### src/rtl/pcm_sdm_dac.sv
// Multi-channel PCM frame FIFO feeding one 1-bit sigma-delta modulator per channel.
// Define PCM_SDM_ORDER2_EN to build second-order error-feedback modulators instead of first order.
module pcm_sdm_dac #(
  parameter int CHANNELS   = 2,
  parameter int BITS       = 16,
  parameter int SIGNED     = 1,
  parameter int FIFO_DEPTH = 16,
  parameter int FS_DIV     = 1000,
  parameter int MOD_DIV    = 1
) (
  input  logic                         CLK_48,
  input  logic                         resetn,
  input  logic                         enable,
  input  logic                         s_valid,
  output logic                         s_ready,
  input  logic [CHANNELS*BITS-1:0]     s_data,
  input  logic                         underrun_clr,
  output logic [CHANNELS-1:0]          dac_out,
  output logic [$clog2(FIFO_DEPTH):0]  fifo_level,
  output logic                         underrun,
  output logic [15:0]                  underrun_cnt,
  output logic                         sample_tick
);

  localparam int AW    = $clog2(FIFO_DEPTH);
  localparam int LW    = AW + 1;
  localparam int FW    = $clog2(FS_DIV);
  localparam int MW    = $clog2(MOD_DIV + 1);
  localparam int FBITS = CHANNELS * BITS;
  localparam logic [BITS-1:0] MID  = {1'b1, {(BITS-1){1'b0}}};
  localparam logic [BITS-1:0] FLIP = (SIGNED != 0) ? MID : '0;

  // Stream handshake: a frame transfers on any CLK_48 edge where s_valid && s_ready.
  // s_ready decodes only the registered level, so a pop in the same cycle never frees a slot early.
  logic [FBITS-1:0] r_mem [FIFO_DEPTH];
  logic [AW-1:0]    r_wr_ptr;
  logic [AW-1:0]    r_rd_ptr;
  logic [LW-1:0]    r_level;
  logic [FW-1:0]    r_fs_cnt;
  logic [MW-1:0]    r_mod_cnt;
  logic             r_sample_tick;
  logic             r_underrun;
  logic [15:0]      r_underrun_cnt;
  logic [BITS-1:0]  r_hold [CHANNELS];
  logic [CHANNELS-1:0] r_dac;

  logic             w_push;
  logic             w_pop;
  logic             w_fs_wrap;
  logic             w_mod_en;
  logic             w_empty;
  logic [FBITS-1:0] w_head;

  assign s_ready      = (r_level != LW'(FIFO_DEPTH));
  assign w_push       = s_valid && s_ready;
  assign w_empty      = (r_level == '0);
  assign w_fs_wrap    = enable && (r_fs_cnt == FW'(FS_DIV - 1));
  assign w_pop        = w_fs_wrap && !w_empty;
  assign w_mod_en     = enable && (r_mod_cnt == MW'(MOD_DIV - 1));
  assign w_head       = r_mem[r_rd_ptr];

  assign fifo_level   = r_level;
  assign sample_tick  = r_sample_tick;
  assign underrun     = r_underrun;
  assign underrun_cnt = r_underrun_cnt;
  assign dac_out      = r_dac;

  always_ff @(posedge CLK_48) begin
    if (w_push) r_mem[r_wr_ptr] <= s_data;
  end

  always_ff @(posedge CLK_48) begin
    if (!resetn) begin
      r_wr_ptr <= '0;
      r_rd_ptr <= '0;
      r_level  <= '0;
    end else begin
      if (w_push) r_wr_ptr <= r_wr_ptr + AW'(1);
      if (w_pop)  r_rd_ptr <= r_rd_ptr + AW'(1);
      r_level <= r_level + LW'(w_push) - LW'(w_pop);
    end
  end

  always_ff @(posedge CLK_48) begin
    if (!resetn) begin
      r_fs_cnt      <= '0;
      r_sample_tick <= 1'b0;
    end else begin
      r_sample_tick <= w_fs_wrap;
      if (w_fs_wrap)   r_fs_cnt <= '0;
      else if (enable) r_fs_cnt <= r_fs_cnt + FW'(1);
    end
  end

  always_ff @(posedge CLK_48) begin
    if (!resetn) begin
      r_mod_cnt <= '0;
    end else if (enable) begin
      r_mod_cnt <= w_mod_en ? '0 : r_mod_cnt + MW'(1);
    end
  end

  // An empty FIFO at a tick plays silence rather than repeating the last sample.
  always_ff @(posedge CLK_48) begin
    if (!resetn) begin
      for (int c = 0; c < CHANNELS; c++) r_hold[c] <= MID;
    end else if (w_fs_wrap) begin
      for (int c = 0; c < CHANNELS; c++)
        r_hold[c] <= w_pop ? (w_head[c*BITS +: BITS] ^ FLIP) : MID;
    end
  end

  always_ff @(posedge CLK_48) begin
    if (!resetn) begin
      r_underrun     <= 1'b0;
      r_underrun_cnt <= '0;
    end else if (w_fs_wrap && w_empty) begin
      r_underrun     <= 1'b1;
      if (underrun_clr)                   r_underrun_cnt <= 16'd1;
      else if (r_underrun_cnt != 16'hFFFF) r_underrun_cnt <= r_underrun_cnt + 16'd1;
    end else if (underrun_clr) begin
      r_underrun     <= 1'b0;
      r_underrun_cnt <= '0;
    end
  end

`ifdef PCM_SDM_ORDER2_EN
  localparam int IW = BITS + 3;
  localparam logic [IW-1:0] FB_POS = IW'(MID);
  localparam logic [IW-1:0] FB_NEG = ~FB_POS + IW'(1);

  logic [IW-1:0] r_int1 [CHANNELS];
  logic [IW-1:0] r_int2 [CHANNELS];
  logic [IW-1:0] w_int1_next [CHANNELS];
  logic [IW-1:0] w_int2_next [CHANNELS];

  // Input is re-centred around midscale; feedback follows the current sign of integrator 2.
  always_comb begin
    for (int c = 0; c < CHANNELS; c++) begin
      w_int1_next[c] = r_int1[c] + (IW'(r_hold[c]) - FB_POS)
                       - (r_int2[c][IW-1] ? FB_NEG : FB_POS);
      w_int2_next[c] = r_int2[c] + w_int1_next[c]
                       - (r_int2[c][IW-1] ? FB_NEG : FB_POS);
    end
  end

  always_ff @(posedge CLK_48) begin
    if (!resetn) begin
      for (int c = 0; c < CHANNELS; c++) begin
        r_int1[c] <= '0;
        r_int2[c] <= '0;
      end
      r_dac <= '0;
    end else if (!enable) begin
      r_dac <= '0;
    end else if (w_mod_en) begin
      for (int c = 0; c < CHANNELS; c++) begin
        r_int1[c] <= w_int1_next[c];
        r_int2[c] <= w_int2_next[c];
        r_dac[c]  <= ~w_int2_next[c][IW-1];
      end
    end
  end
`else
  logic [BITS:0] r_acc [CHANNELS];
  logic [BITS:0] w_acc_next [CHANNELS];

  // The carry out of the low BITS bits is the output pulse; it is dropped before the next add.
  always_comb begin
    for (int c = 0; c < CHANNELS; c++)
      w_acc_next[c] = {1'b0, r_acc[c][BITS-1:0]} + {1'b0, r_hold[c]};
  end

  always_ff @(posedge CLK_48) begin
    if (!resetn) begin
      for (int c = 0; c < CHANNELS; c++) r_acc[c] <= '0;
      r_dac <= '0;
    end else if (!enable) begin
      r_dac <= '0;
    end else if (w_mod_en) begin
      for (int c = 0; c < CHANNELS; c++) begin
        r_acc[c] <= w_acc_next[c];
        r_dac[c] <= w_acc_next[c][BITS];
      end
    end
  end
`endif

endmodule

### config.mk
export PLATFORM = sky130hd
export DESIGN_NAME = pcm_sdm_dac
export DESIGN_NICKNAME = d
export VERILOG_FILES = /design/src/rtl/pcm_sdm_dac.sv
export SDC_FILE = /design/constraint.sdc
export NUM_CORES = 1
export LEC_CHECK = 0
export CAP_MARGIN = 20
export CORE_ASPECT_RATIO = 0.5
export CORE_MARGIN = 2
export CORE_UTILIZATION = 50
export DETAILED_ROUTE_END_ITERATION = 10
export GPL_ROUTABILITY_DRIVEN = 0
export HOLD_SLACK_MARGIN = 0.1
export PLACE_DENSITY = 0.81
export SYNTH_ARGS = -nofsm -noshare
export SYNTH_HDL_FRONTEND = slang
export SYNTH_SLANG_ARGS = --single-unit
### constraint.sdc
create_clock -name CLK_48 -period 3.6 [get_ports CLK_48]
set_clock_uncertainty 0.05 [all_clocks]
set_input_delay 0.54 -clock CLK_48 [delete_from_list [all_inputs] [get_ports CLK_48]]
set_output_delay 0.54 -clock CLK_48 [all_outputs]
set_load 0.005 [all_outputs]
After elaboration in Yosys (flattened, before gate mapping)
Memory sizes are Yosys's and may differ from the RTL's. A register that Yosys moved wholly into a read port is not among the register bits.
Index checks and enable logic that the tools add are counted.
{ "op_classes": {"addsub": 9, "mul": 0, "div_mod_pow": 0, "n_lt_le_gt_ge": 0, "eq_ne": 3, "shift": 0, "muxes": 25, "bitwise": 8, "reduce_logical": 12} }
{ "ops": {"columns": ["op", "count"], "rows": [
  ["$mux W16", 8],
  ["$add A16 B16 Y17", 2],
  ["$mux W17", 2],
  ["$add A16 B1 Y16 const B", 1],
  ["$ne A16 B16 Y1 const B", 1],
  ["$mux W1", 13],
  ["$add A10 B1 Y10 const B", 1],
  ["$eq A10 B10 Y1 const B", 1],
  ["$add A4 B1 Y4 const B", 2],
  ["$mux W4", 2],
  ["$add A5 B1 Y5", 1],
  ["$logic_and A1 B1 Y1", 5],
  ["$logic_not A5 Y1", 1],
  ["$ne A5 B5 Y1 const B", 1],
  ["$sub A5 B1 Y5", 1],
  ["$not A1 Y1", 4],
  ["$or A1 B1 Y1", 4],
  ["$reduce_and A2 Y1", 2],
  ["$reduce_bool A2 Y1", 2],
  ["$reduce_or A2 Y1", 1],
  ["$add A1 B1 Y1 const B", 1],
  ["$logic_not A1 Y1", 1]
]} }
{ "totals": {"regBits": 44, "latchBits": 0, "ram_bits": 578, "romBits": 0, "inputBits": 37, "out_inout_bits": 26, "word_cells": 69, "mem_count": 3} }
{ "mem_list": {"columns": ["memory", "depth", "width", "read_ports", "rd_ports_with_merged_regs", "wr", "line_no", "rtl"], "rows": [
  ["r_mem", 16, 32, 1, 1, 1, "35", "logic [FBITS-1:0] r_mem [FIFO_DEPTH];"],
  ["r_acc", 2, 17, 2, 0, 2, "165", "logic [BITS:0] r_acc [CHANNELS];"],
  ["r_hold", 2, 16, 2, 0, 2, "44", "logic [BITS-1:0] r_hold [CHANNELS];"]
]} }

Logic depth before layout (Yosys ltp)
Gate-level depths: netlist of run 1.
{ "logic_depth": {"depth_word": 7, "depth_mapped": 14, "ltp_nobuf": 13} }

Worst setup path before layout of run 1
OpenSTA, ideal clock, no wires.
{ "synth_path": {"kind": "flip-flop to flip-flop", "from": "register r_level[2], in the netlist fifo_level[2]", "to": "memory r_mem[3][0] in the netlist's numbering, enable pin", "setup_ns": 0.461, "arrival_time_ns": 3.523, "required_ns": 3.089, "slack_ns": -0.434, "stages_incl_launch_ff": 8, "path_buffers": 1, "period_less_slack_ns": 4.034, "path_cell_list": "dfxtp_1 -> inv_1 -> ha_1 -> nand3_1 -> and2_1 -> clkbuf_1 -> nand2_1 -> nor3_1"} }
{ "synth_between": {"elab_chain_cells": 4} }
{ "synth_rtl": {"columns": ["item", "line_no", "rtl"], "rows": [
  ["start, declared", "38", "logic [LW-1:0] r_level;"],
  ["start signal, assigned", "80", "r_level <= r_level + LW'(w_push) - LW'(w_pop);"],
  ["$ne A5 B5 Y1", "54", "assign s_ready = (r_level != LW'(FIFO_DEPTH));"],
  ["named net s_ready", "15", "output logic s_ready,"],
  ["$logic_and A1 B1 Y1", "55", "assign w_push = s_valid && s_ready;"],
  ["$mux W1", "69", "if (w_push) r_mem[r_wr_ptr] <= s_data;"],
  ["$mux W1 (not written as such)", "69", null],
  ["end, declared", "35", null]
]} }
The timed path passes the listed nets, and every way through them passes these cells.

==> flow_metrics.py, run 1 <==
metrics = {
    "detailed_routing": {
        "drc": 0,
        "wirelength_um": 55500,
        "drt-vias-per-instance": 6.17,
        "drtAntennaViolNets": 0,
        "first_pass_iters": 6,
        "avgRoutedWirePerCell_um": 25.3,
        "drtIter0Drc": 1581,
        "vias": 13500,
    },
    "layout": {
        "fin_nets": 1572,
        "final_cell_mix": "edfxtp_1 (576), mux4_2 (128), nor2_1 (74)",
        "syn_to_final_growth_pct": 14.5,
        "final_common_cell": "edfxtp_1",
        "regArea_mm2": 0.0183,
        "design_area_mm2": 0.0290,
        "fillers": 3478,
        "fin_cells": 2195,
        "multi_input_area_mm2": 0.00685,
        "final_layout_size_suffix_gt1_frac": 0.186,
    },
    "setup_path": {
        "worst-path-max-fanout": 5,
        "r2r_slack_ns": 0.44,
        "worstPathRequired_ns": 3.88,
        "startpoint_type": "flop",
        "endpoint_kind": "flop",
        "crit_start": "r_hold[0][6]",
        "crit_type": "reg2reg",
        "cp_data_arrival_time_ns": 3.44,
        "ff2ff_path_depth": 7,
        "rr_startpoint": "r_hold[0][6]",
        "r2r_end": "r_acc[0][13]",
    },
    "floorplan": {
        "pin_count": 63,
        "die_x_um": 322,
        "die-area_mm2": 0.0525,
        "die_y_um": 163,
        "start_util": 0.505,
        "fp.coreArea_mm2": 0.0501,
        "row_count": 58,
    },
    "power_and_ir_drop": {
        "ir_worst_vdd_mv": 0.335,
        "p_leak_nw": 9.06,
        "power-per-cell-area_mw_per_mm2": 535,
    },
    "place": {
        "placed_area_mm2": 0.0271,
        "pre_cts_slack_ns": 0.304,
        "dp_hpwl_um": 31600,
        "port_buffers": 62,
        "dpl.cell_count": 2092,
    },
    "min_path": {
        "min_from": "underrun",
        "hold_path_depth": 2,
        "holdPathEnd": "underrun",
        "holdCritPathClass": "reg2reg",
    },
    "synth": {
        "synth.avg_cell_area_um2": 18.3,
        "yosys_warnings": 0,
        "postSynthCellCount": 1380,
        "synth-edff-count": 576,
        "synth_cell_types": 54,
        "ys_seq_area_frac": 0.722,
        "synthFlopType": "edfxtp_1",
        "synth_seq_cells": 624,
        "synth_area_mm2": 0.0253,
        "synth_nets": 1464,
        "async_flop_share": 0,
    },
    "clocking": {
        "clockBufferDepth": 3,
        "cts_sinks": 624,
        "cts_tree": "done",
        "cts_setup_buffers": 0,
        "clk_latency_ns": 0.62,
        "cts_buffers": 54,
        "cts-hold-fix-buffers": 0,
        "cts_root_buffer": "clkbuf_16",
        "ctsHtreeMaxLevel": 2,
        "ctsResizeCount": 0,
        "clk_pin_slew_ns": 0.07,
    },
    "status": {
        "status": "finished, final reports clean",
    },
    "sta": {
        "maxSlewViolCount": 0,
        "rsz0062_at_grt": "false",
        "slew_headroom": 0.402,
        "tightestPinTransition_ns": 0.897,
        "fmax_ghz": 0.316,
        "fin_hold_ws_ns": 0.452,
        "hold_viol_final": 0,
        "setup_violations": 0,
        "tns_ns": 0,
        "timing.final.crit_share": 0.879,
        "period_needed_ns": 3.16,
        "fin_ws_ns": 0.436,
    },
    "global_routing": {
        "track_usage": 0.212,
        "grt_start_max_net_pins": 61,
        "antenna_found_initial": 3,
        "grt_pass1_wl_um": 82900,
        "overflow": 0,
        "grt_pass1_vias": 13400,
    },
    "run": {
        "maxCapViolCount": 0,
    },
}
==> critical path, cell delays in order, from the launching register on <==
cell and delay, ns:
edfxtp_1 0.45, ha_1 0.42, a2111oi_0 0.57, o21ai_0 0.20, a221oi_1 0.62, a21boi_0 0.26
o21ai_0 0.21, o31ai_1 0.09
==> area by class of cell <==
type	count	share of cell area
Multi-Input combinational cell	673	0.237
Antenna cell	1	0.0000864
Tap cell	660	0.0285
Clock buffer	64	0.0480
Inverter	19	0.00246
Sequential cell	624	0.631
Clock inverter	38	0.0146
Timing Repair Buffer	116	0.0389
==> where the power goes <==
part | switching, mW | internal [mW]
Combinational | 0.719 | 0.511
Sequential | 0.111 | 8.20
Clock | 2.66 | 3.29
==> Yosys cell counts (5+ instances only) <==
library cell  instances  area, um^2
o21ai_0              15        75.1
ha_1                 44         551
nand2_1              33         124
xnor2_1              28         245
nor2_1               86         323
a21o_1                9        67.6
mux2i_1              36         360
a21oi_1              22         110
a2111oi_0             5        43.8
nand2b_1              7        43.8
nand4_1              10        62.6
nor2b_1              38         238
nand3_1              15        75.1
dfxtp_1              48         961
mux4_2              128        2880
a211oi_1             70         526
and2_1               20         125
o211ai_1              7        52.6
nor3_1               18        90.1
clkbuf_1             45         169
edfxtp_1            576       17300
buf_2                15        75.1
xor2_1               23         201
inv_1                19        71.3
==> worst max path at each step <==
| stage | endpoint | slack [ns] | depth (start not counted) |
|---|---|---|---|
| floorplan | r_mem[15][0] | 0.42 | 7 |
| CTS | r_acc[0][13] | 0.40 | 7 |
| detailed placement | fifo_level[4] | 0.30 | 13 |
| global route | r_acc[0][13] | 0.14 | 7 |
| global placement | fifo_level[4] | 0.38 | 13 |
| finish | r_acc[0][13] | 0.44 | 7 |
==> sequential cells by signal, indices dropped and copies added (netlist names), named ones only <==
name          cells
r_acc            32
r_rd_ptr          4
r_fs_cnt         10
r_hold           32
r_mod_cnt         1
r_wr_ptr          4
sample_tick       1
underrun_cnt     16
underrun          1
r_mem           512
fifo_level        5
dac_out           2
==> cells by family (layout without fill, tap and decap cells) <==
kind of cell | Yosys count | in the layout | synth area share
flops | 624 | 624 | 0.722
simple gates | 248 | 248 | 0.0490
mux | 164 | 164 | 0.128
compound gates | 163 | 163 | 0.0464
buf+inv | 83 | 237 | 0.0131
xor+xnor | 51 | 51 | 0.0177
fa+ha+maj | 47 | 47 | 0.0241
other cells | 0 | 1 | 0
==> metrics by stage <==
| step | total power [mW] | util |
|---|---|---|
| after floorplan | 9.19 | - |
| after global placement | 9.60 | 0.542 |
| after detailed placement | 9.65 | 0.542 |
| after CTS | 15.5 | 0.578 |
| after global routing | 15.9 | 0.578 |
| final | 15.5 | 0.578 |
==> metal layers <==
metal	routed length, um	share of wire	vias to the layer above	GRT usage
met1	21900	0.39	6909	0.295
met5	20	0.00036	-	0
li1	-	-	5776	-
met4	1110	0.020	4	0.0520
met2	26700	0.48	755	0.343
met3	5750	0.10	94	0.0507
(Power assumes the default switching activity.)
==> run 2, diff against run 1 <==
--- a/config.mk
+++ b/config.mk
@@ -11,7 +11,6 @@
 export CORE_UTILIZATION = 50
 export DETAILED_ROUTE_END_ITERATION = 10
 export GPL_ROUTABILITY_DRIVEN = 0
-export HOLD_SLACK_MARGIN = 0.1
 export PLACE_DENSITY = 0.81
 export SYNTH_ARGS = -nofsm -noshare
 export SYNTH_HDL_FRONTEND = slang
==> results of run 2 <==
Final layout, timing and power as in run 1 (identical DEF).
==> run 3, diff against run 2 <==
--- a/config.mk
+++ b/config.mk
@@ -9,6 +9,7 @@
 export CORE_ASPECT_RATIO = 0.5
 export CORE_MARGIN = 2
 export CORE_UTILIZATION = 50
+export CTS_CLUSTER_DIAMETER = 30
 export DETAILED_ROUTE_END_ITERATION = 10
 export GPL_ROUTABILITY_DRIVEN = 0
 export PLACE_DENSITY = 0.81
==> flow_metrics.py, run 3 (same netlist as run 1, synthesis figures left out) <==
metrics = {
    "layout": {
        "final_cell_mix": "edfxtp_1 (576), mux4_2 (128), clkbuf_16 (81)",
        "final_common_cell": "edfxtp_1",
        "multi_input_area_mm2": 0.00685,
        "fin_nets": 1596,
        "reg_top3": "r_mem x512, r_acc x32, r_hold x32",
        "finalCoreUtilization": 0.596,
        "fillers": 3345,
        "syn_to_final_growth_pct": 17.9,
        "largest_reg_flops": 512,
        "fin_cells": 2241,
        "regMostFlops": "r_mem",
        "final_layout_size_suffix_gt1_frac": 0.218,
        "regArea_mm2": 0.0183,
        "design_area_mm2": 0.0298,
    },
    "clocking": {
        "cts_root_buffer": "clkbuf_16",
        "cts-hold-fix-buffers": 0,
        "clk_latency_ns": 0.61,
        "cts_sinks": 624,
        "cts_tree": "done",
        "clockBufferDepth": 3,
        "clk_pin_slew_ns": 0.06,
        "cts_setup_buffers": 0,
        "cts_buffers": 78,
        "ctsHtreeMaxLevel": 3,
        "ctsResizeCount": 0,
    },
    "floorplan": {
        "start_util": 0.505,
        "die_x_um": 322,
        "pin_count": 63,
        "die-area_mm2": 0.0525,
        "row_count": 58,
        "die_y_um": 163,
        "fp.coreArea_mm2": 0.0501,
    },
    "sta": {
        "tightestPinTransition_ns": 0.898,
        "rsz0062_at_grt": "false",
        "timing.final.crit_share": 0.850,
        "period_needed_ns": 3.06,
        "setup_violations": 0,
        "maxSlewViolCount": 0,
        "tns_ns": 0,
        "hold_viol_final": 0,
        "fin_hold_ws_ns": 0.447,
        "fin_ws_ns": 0.540,
        "fmax_ghz": 0.327,
        "slew_headroom": 0.401,
    },
    "setup_path": {
        "rr_startpoint": "r_hold[0][6]",
        "cp_slowest_cell": "a221oi_1",
        "cp_data_arrival_time_ns": 3.34,
        "r2r_slack_ns": 0.54,
        "path_delay_family": "compound AO/OA/AOI/OAI gates",
        "crit_type": "reg2reg",
        "endpoint_kind": "flop",
        "path_cells": "ha_1, a2111oi_0, o21ai_0, a221oi_1, a21boi_0, o21ai_0, o31ai_1",
        "cpMostUsedCell": "o21ai_0",
        "ff2ff_path_depth": 7,
        "r2r_end": "r_acc[0][13]",
        "worst-path-max-fanout": 5,
        "path_buf_inv": 0,
        "cp_slowest_stage_delay_ns": 0.62,
        "worstPathRequired_ns": 3.88,
        "startpoint_type": "flop",
    },
    "global_routing": {
        "grt_pass1_vias": 13900,
        "use_met1": 0.311,
        "met2_usage": 0.362,
        "grt_pass1_wl_um": 87300,
        "grt_start_max_net_pins": 61,
        "grt_util_met3": 0.0491,
        "grt-busiest-layer": "met2",
        "overflow": 0,
        "antenna_found_initial": 4,
        "track_usage": 0.224,
    },
    "run": {
        "maxCapViolCount": 0,
    },
    "detailed_routing": {
        "drtIter0Drc": 1688,
        "vias": 13900,
        "avgRoutedWirePerCell_um": 25.9,
        "wirelength_um": 58000,
        "drc": 0,
        "drt-vias-per-instance": 6.22,
        "drtAntennaViolNets": 0,
        "first_pass_iters": 6,
    },
    "power_and_ir_drop": {
        "ir_worst_vdd_mv": 0.351,
        "power-per-cell-area_mw_per_mm2": 587,
        "power_mw": 17.5,
        "p_leak_nw": 9.45,
    },
    "min_path": {
        "min_from": "underrun",
        "holdCritPathClass": "reg2reg",
        "hold_path_depth": 2,
        "holdPathEnd": "underrun",
    },
    "place": {
        "dp_hpwl_um": 31600,
        "port_buffers": 62,
        "placed_area_mm2": 0.0271,
        "dpl.cell_count": 2092,
        "pre_cts_slack_ns": 0.304,
    },
    "status": {
        "status": "finished, final reports clean",
    },
}
run 3: cell count changes in the layout (fill, tap and decap cells not counted), sizes merged:
| cell | change |
|---|---|
| bufinv | -2 |
| clkbuf | +25 |
| clkinv | -13 |
| clkinvlp | +13 |
| diode | +2 |
| inv | +21 |
run 3: routing by layer:
layer  part of all wire  wire length, um  vias to the layer above
li1                   -                -                     5877
met2               0.49            28200                      876
met4              0.024             1380                        0
met5                  0                0                        -
met3               0.10             5950                      114
met1               0.39            22500                     7064
run 3: final cells by class:
type	instances	area share
Sequential cell	624	0.613
Multi-Input combinational cell	673	0.230
Clock buffer	89	0.0690
Timing Repair Buffer	116	0.0378
Tap cell	660	0.0277
Clock inverter	57	0.0205
Inverter	19	0.00239
Antenna cell	3	0.000252
run 3: worst min-delay path: cells and delay by family, from the launching register on:
family | cells | cell delay, ns
DFF | 1 | 0.31
and+or+nand+nor | 1 | 0.06
AOI/OAI and AO/OA | 1 | 0.07
run 3: how the worst max path moves through the flow:
stage / slack [ns] / to / depth (start not counted) / start
after floorplan: 0.42 / r_mem[15][0] / 7 / fifo_level[2]
after global placement: 0.38 / fifo_level[4] / 13 / enable
after detailed placement: 0.30 / fifo_level[4] / 13 / enable
after CTS: 0.54 / r_acc[0][13] / 7 / r_hold[0][6]
after global routing: 0.26 / r_acc[0][13] / 7 / r_hold[0][6]
final: 0.54 / r_acc[0][13] / 7 / r_hold[0][6]
run 3: report_power, final:
part           leakage (nW)  internal, mW  switching, mW
Sequential             5.67          8.21          0.115
Combinational          2.52         0.512          0.728
Clock                  1.27          4.62           3.31
Total                  9.45          13.3           4.15
